### config.mk
export PLATFORM = sky130hd
export DESIGN_NAME = id_ex_pipe
export DESIGN_NICKNAME = d
export VERILOG_FILES = /design/src/rtl/id_ex_pipe.sv
export SDC_FILE = /design/constraint.sdc
export NUM_CORES = 1
export LEC_CHECK = 0
export ABC_AREA = 1
export BUFFER_PORTS_ARGS = -buffer_cell sky130_fd_sc_hd__clkbuf_2
export CAP_MARGIN = 20
export CORE_MARGIN = 2
export CORE_UTILIZATION = 52
export DETAILED_ROUTE_END_ITERATION = 10
export PLACE_DENSITY = 0.85
export SLEW_MARGIN = 20
export SYNTH_ARGS = -nofsm -noshare
export SYNTH_HDL_FRONTEND = slang
export SYNTH_SLANG_ARGS = --single-unit
### constraint.sdc
create_clock -name clk -period 2.69 [get_ports clk]
set_clock_uncertainty 0.05 [all_clocks]
set_input_delay 0.269 -clock clk [delete_from_list [all_inputs] [get_ports clk]]
set_output_delay 0.269 -clock clk [all_outputs]
set_load 0.02 [all_outputs]
### src/rtl/id_ex_pipe.sv
// Elastic ID/EX pipeline register: DEPTH valid/ready stages carrying payload + control.
// Ports: clk, reset(active-low sync), in_*/out_* handshakes, flush, occupancy, stall_cycles.
module id_ex_pipe #(
  parameter int DATA_W = 32,
  parameter int CTRL_W = 8,
  parameter int DEPTH  = 1,
  parameter int CNT_W  = 16,
  localparam int OCC_W = $clog2(DEPTH + 1)
) (
  input  logic              clk,
  input  logic              reset,
  input  logic              in_valid,
  output logic              in_ready,
  input  logic [DATA_W-1:0] in_data,
  input  logic [CTRL_W-1:0] in_ctrl,
  input  logic              flush,
  output logic              out_valid,
  input  logic              out_ready,
  output logic [DATA_W-1:0] out_data,
  output logic [CTRL_W-1:0] out_ctrl,
  output logic [OCC_W-1:0]  occupancy,
  output logic [CNT_W-1:0]  stall_cycles
);

  if (DEPTH < 1 || DEPTH > 4) begin : g_bad_depth
    $error("id_ex_pipe: DEPTH must be in 1..4");
  end

  logic [DEPTH-1:0]  vld;
  logic [DATA_W-1:0] dat [DEPTH];
  logic [CTRL_W-1:0] ctl [DEPTH];

  logic [DEPTH-1:0]  rdy;
  logic              acc;
  logic [DEPTH-1:0]  up_v;
  logic [DATA_W-1:0] up_d [DEPTH];
  logic [CTRL_W-1:0] up_c [DEPTH];

  logic in_xfer;
  logic out_xfer;
  logic stall_now;

  // A stage is ready if it or any stage after it is empty, or
  // the consumer takes the output beat.
  always_comb begin
    acc = out_ready;
    rdy = '0;
    for (int i = DEPTH - 1; i >= 0; i--) begin
      acc    = acc | !vld[i];
      rdy[i] = acc;
    end
  end

  always_comb begin
    up_v[0] = in_valid;
    up_d[0] = in_data;
    up_c[0] = in_ctrl;
    for (int i = 1; i < DEPTH; i++) begin
      up_v[i] = vld[i-1];
      up_d[i] = dat[i-1];
      up_c[i] = ctl[i-1];
    end
  end

  assign in_ready  = reset & rdy[0];
  assign out_valid = vld[DEPTH-1];
  assign out_data  = dat[DEPTH-1];
  assign out_ctrl  = ctl[DEPTH-1];

  assign in_xfer   = in_valid & in_ready;
  assign out_xfer  = out_valid & out_ready;
  assign stall_now = out_valid & !out_ready;

  always_ff @(posedge clk) begin
    if (!reset) begin
      vld          <= '0;
      occupancy    <= '0;
      stall_cycles <= '0;
      for (int i = 0; i < DEPTH; i++) begin
        dat[i] <= '0;
        ctl[i] <= '0;
      end
    end else begin
      if (stall_now && stall_cycles != '1)
        stall_cycles <= stall_cycles + CNT_W'(1);
      if (flush) begin
        // Squash: kill valids and control, leave data as-is.
        vld       <= '0;
        occupancy <= '0;
        for (int i = 0; i < DEPTH; i++)
          ctl[i] <= '0;
      end else begin
        for (int i = 0; i < DEPTH; i++) begin
          if (rdy[i]) begin
            vld[i] <= up_v[i];
            if (up_v[i]) begin
              dat[i] <= up_d[i];
              ctl[i] <= up_c[i];
            end else begin
              ctl[i] <= '0;
            end
          end
        end
        case ({in_xfer, out_xfer})
          2'b10:   occupancy <= occupancy + OCC_W'(1);
          2'b01:   occupancy <= occupancy - OCC_W'(1);
          default: occupancy <= occupancy;
        endcase
      end
    end
  end

endmodule

After elaboration in Yosys (flattened, before gate mapping)
Memory sizes are Yosys's and may differ from the RTL's.
Cells that the tools add are included.
{"block": "totals", "reg_bits": 18, "ramBits": 40, "memories": 2, "out_inout_bits": 59, "inputBits": 45, "wordCells": 49}
{"name": "dat", "words": 1, "word_bits": 32, "rd": 1, "rd_clocked_by_memory_dff": 0, "write_ports": 1, "line_no": "30", "source": "logic [DATA_W-1:0] dat [DEPTH];"}
{"name": "ctl", "words": 1, "word_bits": 8, "rd": 1, "rd_clocked_by_memory_dff": 0, "write_ports": 1, "line_no": "31", "source": "logic [CTRL_W-1:0] ctl [DEPTH];"}
{"block": "op_classes", "n_mux": 23, "n_reduce_logical": 9, "n_eq_ne": 3, "add_sub_neg": 3, "n_bitwise": 6}
{"cell": "32-bit 2-to-1 mux", "count": 1}
{"cell": "32-bit OR reduction", "count": 1}
{"cell": "8-bit 2-to-1 mux", "count": 3}
{"cell": "8-bit OR reduction", "count": 3}
{"cell": "1-bit 2-to-1 mux", "count": 18}
{"cell": "16-bit by 1-bit adder with 16-bit output, second input constant", "count": 1}
{"cell": "16-bit inequality test, second input constant", "count": 1}
{"cell": "1-bit AND", "count": 4}
{"cell": "2-bit by 1-bit == test with 1-bit output, second input constant", "count": 1}
{"cell": "2-bit == test, second input constant", "count": 1}
{"cell": "1-bit zero test", "count": 2}
{"cell": "1-bit one-hot mux with 2 select lines", "count": 1}
{"cell": "2-bit nonzero test", "count": 1}
{"cell": "2-bit OR reduction", "count": 1}
{"cell": "1-bit adder, second input constant", "count": 1}
{"cell": "1-bit logical AND", "count": 1}
{"cell": "1-bit NOT", "count": 1}
{"cell": "1-bit bitwise OR", "count": 1}
{"cell": "1-bit subtractor, second input constant", "count": 1}

Depth between registers and ports, before layout
Gate-level depths: netlist of the first run.
{"block": "logic_depth", "word_depth": 9, "depth_mapped": 9, "depth_no_buf": 9}

Worst setup path before layout of the first run
Ideal clock, no wire load.
{"block": "synth_timing", "path_type": "flip-flop to flip-flop", "startpoint": "register vld (netlist: out_valid)", "endpoint": "memory dat[0][0], enable pin", "setup_ns": 0.479, "stages_incl_launch_ff": 4, "period_less_slack_ns": 1.773, "arrival_ns": 1.245, "setup_slack_ns": 0.917, "cell_sequence": "dfxtp_1 > nand2_2 > nand2_1 > nand2_1"}
{"block": "synth_between", "elab_chain_len": 8}
{"element": "start: declaration", "line_no": "29", "source": "logic [DEPTH-1:0] vld;"}
{"element": "start signal: indexed assignment", "line_no": "95", "source": "vld[i] <= up_v[i];"}
{"element": "1-bit zero test (*)", "line_no": "49", "source": "acc = acc | !vld[i];"}
{"element": "1-bit bitwise OR (*)", "line_no": "49"}
{"element": "1-bit 2-to-1 mux (*)", "line_no": "94", "source": "if (rdy[i]) begin"}
{"element": "1-bit 2-to-1 mux (*)", "line_no": "86", "source": "if (flush) begin"}
{"element": "1-bit 2-to-1 mux (*)", "line_no": "75", "source": "if (!reset) begin"}
{"element": "1-bit 2-to-1 mux (implied by the code) (*)", "line_no": "97", "source": "dat[i] <= up_d[i];"}
{"element": "32-bit OR reduction (no source line)"}
{"element": "1-bit 2-to-1 mux (no source line) (*)"}
{"element": "end: declaration", "line_no": "30"}
Every way passes the cells marked *; elsewhere a longest branch is shown, timed or not.

Worst setup path in the final report of the first run
{"block": "layout_timing", "startpoint": "register vld (netlist: out_valid)", "endpoint": "output in_ready"}
{"block": "layout_between", "elab_chain_len": 3}
{"element": "1-bit zero test", "line_no": "49"}
{"element": "1-bit bitwise OR", "line_no": "49"}
{"element": "1-bit AND", "line_no": "65", "source": "assign in_ready = reset & rdy[0];"}
{"element": "end: declaration", "line_no": "13", "source": "output logic in_ready,"}
No other way between the ends.

==> metrics.csv, run 1 <==
stage;metric;value;unit
outcome;outcome;finished clean;
clock_tree;Worst-path clk slew;60;ps
clock_tree;htree depth;3;
global_routing;number of global-route vias before repair;2007;
place;Port Buf Inserts;103;
sta;fin crit share;0.5863;
yosys;Post-Syn Nets;344;
yosys;prevailing post-synth register cell;edfxtp_1;
clock_tree;Num Clock Sinks;58;
yosys;YS warnings;0;
hold_path;worst hold start;flush;
clock_tree;worst skew pair latency;320;ps
setup_path;CP Launch Type;flip-flop;
yosys;average size of a mapped cell;8.637;um^2
route;final wirelength;5433;um
sta;Setup Viol. Count Final;0;
route;post-DR vias/cell;4.674;
hold_path;Hold Path Sink;out_valid;
yosys;synth cell count leaders;nor2_1 (78), inv_1 (54), nand2_1 (48), edfxtp_1 (40);
place;final RePlAce weighted congestion;0.7918;
floorplanning;die area;5528;um^2
global_routing;initial antenna violation count;0;
cells_and_area;final instance area;3353;um^2
setup_path;R2R depth;6;
cells_and_area;nets;452;
yosys;Post-Synthesis Cell Area;2574;um^2
yosys;synth top area cells;edfxtp_1 (47%), dfxtp_1 (14%), nor2_1 (11%);
setup_path;CP Max Fanout;8;
floorplanning;Initial Util;0.5413;
route;total number of vias;2234;
power_and_ir_drop;Seq pwr share;0.490;
sta;minimum clock period;1577;ps
setup_path;r2r setup slk;1120;ps
setup_path;worst setup path class;reg -> out;
cells_and_area;Layout area overhead;30.29;%
power_and_ir_drop;internal power;1.570;mW
sta;Worst Max-Slew Pin Slew;398.3;ps
power_and_ir_drop;power density over cell area;609.0;nW/um^2
run;maxcap violations;0;
power_and_ir_drop;Clk pwr share;0.424;
yosys;number of synthesized register bits;58;
power_and_ir_drop;Switch Pwr;471.8;uW
setup_path;Critical Path RT;2370;ps
route;post-route ant nets;0;
yosys;Yosys top cell area share;0.4667;
yosys;count leader, synth;nor2_1;
cells_and_area;Reg area;1562;um^2
place;hpwl dp;4046;um
setup_path;Worst EP arrival;1260;ps
clock_tree;CTS tree;done;
yosys;asr flop ratio synth;0;
yosys;Netlist cell types;19;
yosys;Post-Synthesis Cells;298;
sta;worst rel slew slack;0.7345;
sta;RSZ-0062 raised after global routing;false;
sta;Final Hold Viols;0;
floorplanning;Row Count;25;
setup_path;CP endpoint kind;primary output;
global_routing;first-pass GRT wire length;8300;um
clock_tree;hold_buf cts;0;
sta;FMAX;0.6340;GHz
cells_and_area;layout cells sized above 1;0.3285;
sta;max-slew violation count;0;
yosys;sequential area share after synthesis;0.6067;
floorplanning;I/O pin cnt;104;
yosys;Synth area leader;edfxtp_1;
power_and_ir_drop;Net Sw Frac;0.2310;
place;DP Area;3136;um^2
route;# DRC;0;
route;Pre-antenna DRT Iters;4;
setup_path;Critical R2R Launch;out_valid;
power_and_ir_drop;Lkg Pwr;1.734;nW
hold_path;Worst Hold Depth;2;
hold_path;Hold WC Path Type;in -> reg;
floorplanning;die width;74.35;um
cells_and_area;filler cell count;378;
clock_tree;Longest Clk Path Bufs;2;
yosys;Post-synth EDFFs;40;
floorplanning;core area;4755;um^2
floorplanning;Die Span Y;74.35;um
clock_tree;postcts setup bufs;0;
global_routing;largest net degree at the start of global routing;41;
clock_tree;Clock Tree Root;clkbuf_8;
route;DRT iter0 DRCs;155;
global_routing;GRT Residual Overflow;0;
clock_tree;total CTS buffers;9;
setup_path;reg2reg end;dat[0][31];
power_and_ir_drop;combinational cell fraction of total power;0.086;
global_routing;Total GRT Usage;0.2035;
sta;setup TNS;0;ps
clock_tree;CTS resizes;0;
cells_and_area;multi-input logic area;734.5;um^2
route;wire per inst;11.37;um
power_and_ir_drop;Worst VDD drop;0.0003386;V
cells_and_area;antenna fix cells;0;
[sequential cells by signal (all words and copies together), names as in the netlist]
register / flops
ctl: 8
dat: 32
occupancy: 1
out_valid: 1
stall_cycles: 16
[power by group through the flow]
| stage | Combinational [mW] | Sequential (mW) | Clock, mW |
|---|---|---|---|
| global placement | 0.172 | 1.02 | 0 |
| global route | 0.194 | 1.00 | 0.920 |
| detailed placement | 0.176 | 1.02 | 0 |
| finish | 0.176 | 1.00 | 0.865 |
| CTS | 0.177 | 1.00 | 0.887 |
| floorplan | 0.0517 | 1.07 | 0 |
[worst max-delay path, cell delays in order, from the launching register on]
cell,delay [ps]
dfxtp_1,340
nand2_2,170
inv_1,130
nor2_2,110
clkbuf_2,180
[metrics by stage]
stage	instances	util	hold WS, ps	worst slack (ps)	power (mW)
after floorplan	298	-	330.6	916.6	1.120
after global placement	462	0.6595	387.0	1151	1.192
after detailed placement	462	0.6595	391.3	1086	1.197
after CTS	478	0.7053	111.8	1092	2.066
after global routing	478	0.7053	125.4	993.4	2.118
final	478	0.7053	130.1	1113	2.042
[area by class of cell]
class                           instances  area share
Sequential cell                        58      0.4657
Multi-Input combinational cell        172      0.2190
Timing Repair Buffer                  105      0.1582
Inverter                               60     0.06716
Clock buffer                            9     0.03694
Clock inverter                          7     0.02799
Tap cell                               67     0.02500
[layer usage]
metal | track usage | wire (um) | part of all wire
met4 | 0.07738 | 95 | 0.017
met3 | 0.08401 | 469 | 0.086
met5 | 0 | 0 | 0
met1 | 0.2087 | 2165 | 0.40
met2 | 0.3700 | 2703 | 0.50
[cell usage in the layout, fill, tap and decap left out]
master      instances
a21oi_1            12
nand4_1             1
clkinvlp_4          1
clkinv_1            2
nand2_2             3
nand3_1            18
buf_4               2
clkbuf_8            9
ha_1                1
inv_2               5
nor2_2              5
dfxtp_1            18
nand2_1            48
o21ai_0             3
nand2_4             1
nor2_1             78
clkinv_2            1
nor2_4              1
edfxtp_1           40
bufinv_16           2
inv_1              54
clkbuf_2          103
nor3_1              1
clkinv_4            2
[worst max-delay path by stage]
stage,endpoint,start
CTS,in_ready,out_valid
floorplan,dat[0][0],out_valid
detailed placement,dat[0][31],reset
finish,in_ready,out_valid
global route,stall_cycles[14],stall_cycles[0]
global placement,dat[0][14],out_ready
[cells by family after synthesis]
family                     Yosys count  share of synthesized area
AOI/OAI and AO/OA                   15                    0.02917
adders and majority gates            1                   0.004861
buffers and inverters               68                     0.1079
DFF                                 58                     0.6067
and+or+nand+nor                    156                     0.2513
(Power assumes the default switching activity.)
==> run 2: changes to the inputs <==
- ABC_AREA: 1 -> 0
- CORE_UTILIZATION: 52 -> 47
- PLACE_DENSITY: 0.85 -> 0.79
- clock period: 2.69 -> 1.5 ns (I/O delays scaled with it)
==> run 2 against run 1 <==
Net effect:
- routed wire length fell by 0.85%
- largest power group unchanged
- total power is 58% higher
- flip-flop and latch count stayed put
- worst setup slack worse by 1100 ps
- cell count decreased by 15%
==> metrics.csv, run 2 <==
stage;metric;value;unit
power_and_ir_drop;power density over cell area;911.4;nW/um^2
floorplanning;Initial Util;0.4858;
cells_and_area;antenna fix cells;0;
floorplanning;Die Span Y;76.66;um
sta;worst rel slew slack;0.6096;
yosys;sequential area share after synthesis;0.6293;
floorplanning;core area;5107;um^2
hold_path;worst hold start;in_data[19];
yosys;synth cell count leaders;and2_1 (42), edfxtp_1 (40), dfxtp_1 (18), nand2_1 (16);
run;maxcap violations;0;
yosys;asr flop ratio synth;0;
sta;RSZ-0062 raised after global routing;true;
floorplanning;die width;76.66;um
clock_tree;Num Clock Sinks;58;
global_routing;first-pass GRT wire length;8638;um
place;final RePlAce weighted congestion;0.8588;
clock_tree;worst skew pair latency;320;ps
setup_path;Worst Setup SP;stall_cycles[7];
power_and_ir_drop;Worst VDD drop;0.0006297;V
cells_and_area;max FFs per register;32;
setup_path;CP Launch Type;flip-flop;
global_routing;number of global-route vias before repair;1848;
yosys;average size of a mapped cell;12.10;um^2
global_routing;initial antenna violation count;0;
clock_tree;Longest Clk Path Bufs;2;
route;met1 WL;2301;um
setup_path;Worst EP arrival;1700;ps
yosys;Yosys top cell area share;0.4841;
cells_and_area;Layout area overhead;42.51;%
sta;setup TNS;0;ps
floorplanning;I/O pin cnt;104;
setup_path;r2r setup slk;2;ps
route;Max Used Layer;met4;
cells_and_area;top flop regs;dat x32, stall_cycles x16, ctl x8;
yosys;Post-Synthesis Cells;205;
route;DRT iter0 DRCs;68;
route;wire per inst;13.27;um
global_routing;Total GRT Usage;0.1882;
route;post-DR vias/cell;4.845;
clock_tree;htree depth;3;
setup_path;Critical R2R Launch;stall_cycles[7];
yosys;synth top area cells;edfxtp_1 (48%), dfxtp_1 (15%), and2_1 (11%);
route;Pre-antenna DRT Iters;4;
yosys;prevailing post-synth register cell;edfxtp_1;
route;metal3 WL;255;um
yosys;Synth area leader;edfxtp_1;
yosys;number of synthesized register bits;58;
sta;minimum clock period;1498;ps
floorplanning;Row Count;26;
sta;Setup Viol. Count Final;0;
yosys;count leader, synth;and2_1;
sta;max-slew violation count;0;
cells_and_area;layout cells sized above 1;0.5238;
place;placed insts;389;
route;post-route ant nets;0;
yosys;Post-Syn Nets;251;
yosys;YS warnings;0;
global_routing;GRT Residual Overflow;0;
hold_path;Hold WC Path Type;in -> reg;
cells_and_area;commonest non-fill, non-tap cells in the layout;clkbuf_2 (102), and2_1 (42), edfxtp_1 (40);
cells_and_area;register name with the most flops;dat;
route;# DRC;0;
floorplanning;die area;5876;um^2
sta;FMAX;0.6675;GHz
yosys;Post-Synthesis Cell Area;2481;um^2
place;hpwl dp;3982;um
sta;fin crit share;0.9988;
global_routing;largest net degree at the start of global routing;41;
route;total number of vias;1967;
setup_path;CP endpoint kind;flip-flop;
sta;Worst Max-Slew Pin Slew;584.2;ps
route;met2 WL post-DR;2631;um
cells_and_area;nets;379;
place;Port Buf Inserts;103;
cells_and_area;commonest non-fill, non-tap cell in the layout;clkbuf_2;
power_and_ir_drop;Lkg Pwr;1.550;nW
clock_tree;Clock Tree Root;clkbuf_8;
clock_tree;hold_buf cts;0;
setup_path;CP Max Fanout;5;
setup_path;worst setup path class;reg -> reg;
outcome;outcome;finished clean;
clock_tree;Worst-path clk slew;60;ps
yosys;Netlist cell types;40;
yosys;Post-synth EDFFs;40;
cells_and_area;fin cells;406;
route;final wirelength;5387;um
clock_tree;total CTS buffers;9;
setup_path;Critical Path RT;1700;ps
sta;Final Hold Viols;0;
clock_tree;CTS tree;done;
run 2: cell count changes in the layout (fill, tap and decap cells not counted), moves of 8 or more:
cell     delta
nor2_1     -75
inv_1      -51
and2_1     +42
dfxtp_4     +8
nand2_1    -33
nand3_1    -16
dfxtp_2     +9
buf_4      +18
dfxtp_1    -17
run 2: final timing paths:
| check | end | depth (start not counted) |
|---|---|---|
| hold / removal | dat[0][19] | 2 |
| hold reg to reg | stall_cycles[11] | 1 |
| setup / recovery | stall_cycles[8] | 4 |
| setup reg to reg | stall_cycles[8] | 4 |
run 2: layer usage:
metal / vias up / track usage
met1: 884 / 0.2376
met3: 18 / 0.03647
met2: 71 / 0.3044
met4: 0 / 0.1073
li1: 994 / -
met5: - / 0
run 2: critical path, stage by stage, from the launching register on:
cell and delay, ps:
dfxtp_4 360, nand4_1 200, buf_4 210, or4_1 490, a21oi_1 130
run 2: kinds of logic (layout without fill, tap and decap cells):
kind of cell	count (synthesis)	in the layout	share of synthesized area
mux	7	7	0.02824
compound gates	24	24	0.06354
flops	58	58	0.6294
simple gates	101	101	0.2491
fa+ha+maj	1	1	0.005042
buf+inv	13	144	0.02118
xor+xnor	1	1	0.003531
run 2: where the power goes:
part           total (mW)  internal [mW]  switching [mW]
registers            1.78           1.76          0.0206
logic               0.323          0.135           0.188
clock network        1.12          0.559           0.558
run 2: final cells by class:
cell class,count,area [um^2]
fill,399,1572
inverter,4,15.01
multi-input combinational,134,968.4
timing repair buffer,126,714.4
clock inverter,5,23.77
sequential,58,1603
clock buffer,9,123.9
tap,70,87.58
run 2: repair_timing:
item / 4_1_cts / 5_1_grt
pin swaps: 2 / 4
setup buffers: 0 / 4
setup endpoints to repair: 46 / 12
gates resized for setup: 5 / 12
run 2: metrics by stage:
| stage | instance area (um^2) | power, mW | hold slack (ps) | util | worst slack (ps) |
|---|---|---|---|---|---|
| 6_report | 3536 | 3.223 | 47.57 | 0.6923 | 1.810 |
| 5_1_grt | 3536 | 3.365 | 42.39 | 0.6923 | -40.94 |
| 4_1_cts | 3448 | 3.249 | 37.87 | 0.6752 | 2.653 |
| 3_5_place_dp | 3291 | 2.135 | 379.3 | 0.6443 | -237.0 |
| 3_3_place_gp | 3291 | 2.126 | 375.4 | 0.6443 | -155.0 |
| 2_1_floorplan | 2567 | 1.980 | 219.4 | - | -35.42 |
==> run 3: changes to the inputs <==
- BUFFER_PORTS_ARGS: -buffer_cell sky130_fd_sc_hd__clkbuf_2 -> unset
- CORE_UTILIZATION: 47 -> 62
- DONT_BUFFER_PORTS: unset -> 1
- PLACE_DENSITY: 0.79 -> 0.78
==> run 3 against run 2 <==
Net effect:
- the run now fails in global routing
- synthesized cell count did not move
- area after synthesis did not move
==> metrics.csv, run 3 <==
stage;metric;value;unit
place;Place WS;-3.049;ps
clock_tree;Num Clock Sinks;58;
yosys;Netlist cell types;40;
yosys;prevailing post-synth register cell;edfxtp_1;
yosys;average size of a mapped cell;12.10;um^2
outcome;outcome;aborted with a tool error;
global_routing;largest net degree at the start of global routing;41;
yosys;synth top area cells;edfxtp_1 (48%), dfxtp_1 (15%), and2_1 (11%);
yosys;YS warnings;0;
floorplanning;Die Span Y;67.26;um
yosys;asr flop ratio synth;0;
yosys;count leader, synth;and2_1;
clock_tree;Longest Clk Path Bufs;2;
outcome;Failed at;global routing;
floorplanning;I/O pin cnt;104;
clock_tree;htree depth;3;
sta;post-GRT worst EP;stall_cycles[8]$_SDFFE_PN0P_/D;
clock_tree;total CTS buffers;9;
yosys;Synth area leader;edfxtp_1;
place;placed insts;270;
sta;worst_ep kind;register data pin;
place;final RePlAce weighted congestion;0.9444;
floorplanning;Row Count;22;
yosys;Post-Syn Nets;251;
outcome;Run Error;[ERROR DPL-0033] detailed placement checks failed during check placement.;
place;Port Buf Inserts;0;
yosys;Yosys top cell area share;0.4841;
yosys;Post-synth EDFFs;40;
clock_tree;Clock Tree Root;clkbuf_8;
yosys;number of synthesized register bits;58;
floorplanning;Initial Util;0.6628;
yosys;synth cell count leaders;and2_1 (42), edfxtp_1 (40), dfxtp_1 (18), nand2_1 (16);
yosys;Post-Synthesis Cell Area;2481;um^2
floorplanning;die width;67.26;um
place;hpwl dp;3866;um
global_routing;initial antenna violation count;0;
yosys;Post-Synthesis Cells;205;
yosys;sequential area share after synthesis;0.6293;
-- run 3: cells by family after synthesis --
kind of cell | after synthesis | share of synthesized area
fa+ha+maj | 1 | 0.005042
flops | 58 | 0.6294
buf+inv | 13 | 0.02118
simple gates | 101 | 0.2491
mux | 7 | 0.02824
compound gates | 24 | 0.06354
xor+xnor | 1 | 0.003531
-- run 3: per-stage QoR --
| step | TNS, ps | instance area (um^2) | utilization | hold slack, ps |
|---|---|---|---|---|
| after floorplan | -1157 | 2567 | - | 219.4 |
| after global placement | 0 | 2803 | 0.7487 | 237.8 |
| after CTS | -2.982 | 3482 | 0.9301 | 3.942 |
| after detailed placement | -3.049 | 2803 | 0.7487 | 238.0 |
-- run 3: timing repair --
item | in CTS
endpoints found under the hold margin | 49
cloned | 0
hold buffers | 49
endpoints found under the setup margin | 5
setup buffers | 1
pin swaps | 3
resized for setup | 2
==> run 4: changes to the inputs <==
- CORE_UTILIZATION: 62 -> 40
- PLACE_DENSITY: 0.78 -> unset
- PLACE_DENSITY_LB_ADDON: unset -> 0.15
==> run 4 against run 3 <==
Net effect:
- the flow now finishes without violations
==> metrics.csv, run 4 (same netlist as run 2, synthesis figures left out) <==
stage;metric;value;unit
outcome;outcome;finished clean;
setup_path;CP Max Fanout;5;
hold_path;worst hold start;reset;
setup_path;Critical Path RT;1680;ps
sta;setup TNS;0;ps
clock_tree;Num Clock Sinks;58;
floorplanning;Die Span Y;82.76;um
setup_path;CP Launch Type;flip-flop;
floorplanning;Initial Util;0.4166;
setup_path;reg2reg end;stall_cycles[11];
cells_and_area;Layout area overhead;41.86;%
setup_path;r2r setup slk;5;ps
route;Pre-antenna DRT Iters;4;
sta;worst rel slew slack;0.6368;
run;maxcap violations;0;
sta;RSZ-0062 raised after global routing;true;
cells_and_area;antenna fix cells;0;
route;wire per inst;17.22;um
setup_path;Worst Setup SP;stall_cycles[1];
setup_path;Critical R2R Launch;stall_cycles[1];
floorplanning;I/O pin cnt;104;
route;post-route ant nets;0;
floorplanning;die width;82.76;um
cells_and_area;layout cells sized above 1;0.2951;
global_routing;initial antenna violation count;0;
sta;minimum clock period;1495;ps
place;final RePlAce weighted congestion;0.8344;
clock_tree;CTS tree;done;
global_routing;GRT Residual Overflow;0;
cells_and_area;top flop regs;dat x32, stall_cycles x16, ctl x8;
global_routing;largest net degree at the start of global routing;41;
clock_tree;Longest Clk Path Bufs;2;
power_and_ir_drop;Worst VDD drop;0.0004586;V
place;Port Buf Inserts;0;
route;DRT iter0 DRCs;54;
clock_tree;worst skew pair latency;320;ps
sta;max-slew violation count;0;
setup_path;Worst EP arrival;1670;ps
setup_path;R2R depth;4;
route;# DRC;0;
sta;FMAX;0.6691;GHz
floorplanning;core area;5956;um^2
sta;fin crit share;0.9964;
sta;Setup Viol. Count Final;0;
global_routing;first-pass GRT wire length;8873;um
floorplanning;Row Count;28;
route;post-DR vias/cell;5.193;
route;total number of vias;1885;
power_and_ir_drop;power density over cell area;976.7;nW/um^2
cells_and_area;register name with the most flops;dat;
place;Place WS;-264.3;ps
hold_path;Hold Path Sink;stall_cycles[10];
place;hpwl dp;3947;um
clock_tree;Clock Tree Root;clkbuf_8;
clock_tree;htree depth;3;
sta;Worst Max-Slew Pin Slew;543.1;ps
sta;Final Hold Viols;0;
setup_path;CP endpoint kind;flip-flop;
hold_path;Hold WC Path Type;in -> reg;
cells_and_area;max FFs per register;32;
hold_path;Worst Hold Depth;2;
cells_and_area;nets;329;
setup_path;worst setup path class;reg -> reg;
cells_and_area;commonest non-fill, non-tap cells in the layout;and2_1 (42), dlygate4sd3_1 (42), edfxtp_1 (40);
clock_tree;Worst-path clk slew;70;ps
global_routing;Total GRT Usage;0.1777;
global_routing;number of global-route vias before repair;1894;
route;final wirelength;6252;um
clock_tree;total CTS buffers;9;
sta;final worst slack;5.412;ps
floorplanning;die area;6849;um^2
power_and_ir_drop;Lkg Pwr;1.359;nW
==> run 4: timing repair <==
action,4_1_cts,5_1_grt
hold endpoints to repair,49,0
resized for setup,4,4
pin swaps,3,4
endpoints found under the setup margin,48,26
buffers inserted,4,0
gates cloned,0,1
hold buffers,42,0
==> run 4: cell type report <==
class,count,area (um^2)
fillers,497,2436
flip-flops and latches,58,1600
multi-input cells,135,944.7
repair buffers,75,680.7
clock buffers,10,127.6
well taps,75,93.84
clock inverters,6,57.56
inverters,4,15.01
==> run 4: worst max-delay path, cell delays in order, from the launching register on <==
cell	delay, ps
dfxtp_2	380
and4b_2	330
nand2_1	140
o31a_1	290
a211oi_1	210
==> run 4: how the worst max path moves through the flow <==
stage	endpoint	slack, ps	cells past startpoint
finish	stall_cycles[11]	5	4
global route	stall_cycles[11]	-60	5
CTS	stall_cycles[11]	-8	5
detailed placement	dat[0][31]	-260	4
global placement	ctl[0][7]	-100	4
floorplan	dat[0][0]	-40	3
==> run 4: stage by stage <==
step	std cells	util	total power, mW	instance area, um^2	hold WS (ps)
floorplan	205	-	1.980	2567	219.4
global placement	300	0.4784	2.009	2849	223.1
detailed placement	300	0.4784	2.020	2849	243.4
CTS	362	0.5872	3.478	3497	14.39
global route	363	0.5910	3.595	3520	42.70
finish	363	0.5910	3.437	3520	47.41
==> run 4: layer usage <==
metal / vias to the layer above / share of wire / GRT usage
li1: 899 / - / -
met1: 901 / 0.40 / 0.1842
met2: 75 / 0.51 / 0.3089
met3: 10 / 0.068 / 0.07500
met4: 0 / 0.016 / 0.08525
met5: - / 0 / 0
==> run 4: power breakdown <==
group          switching (mW)  internal, mW
Sequential              0.104          1.77
Clock                   0.596         0.755
Combinational          0.0932         0.121
Total                   0.792          2.64
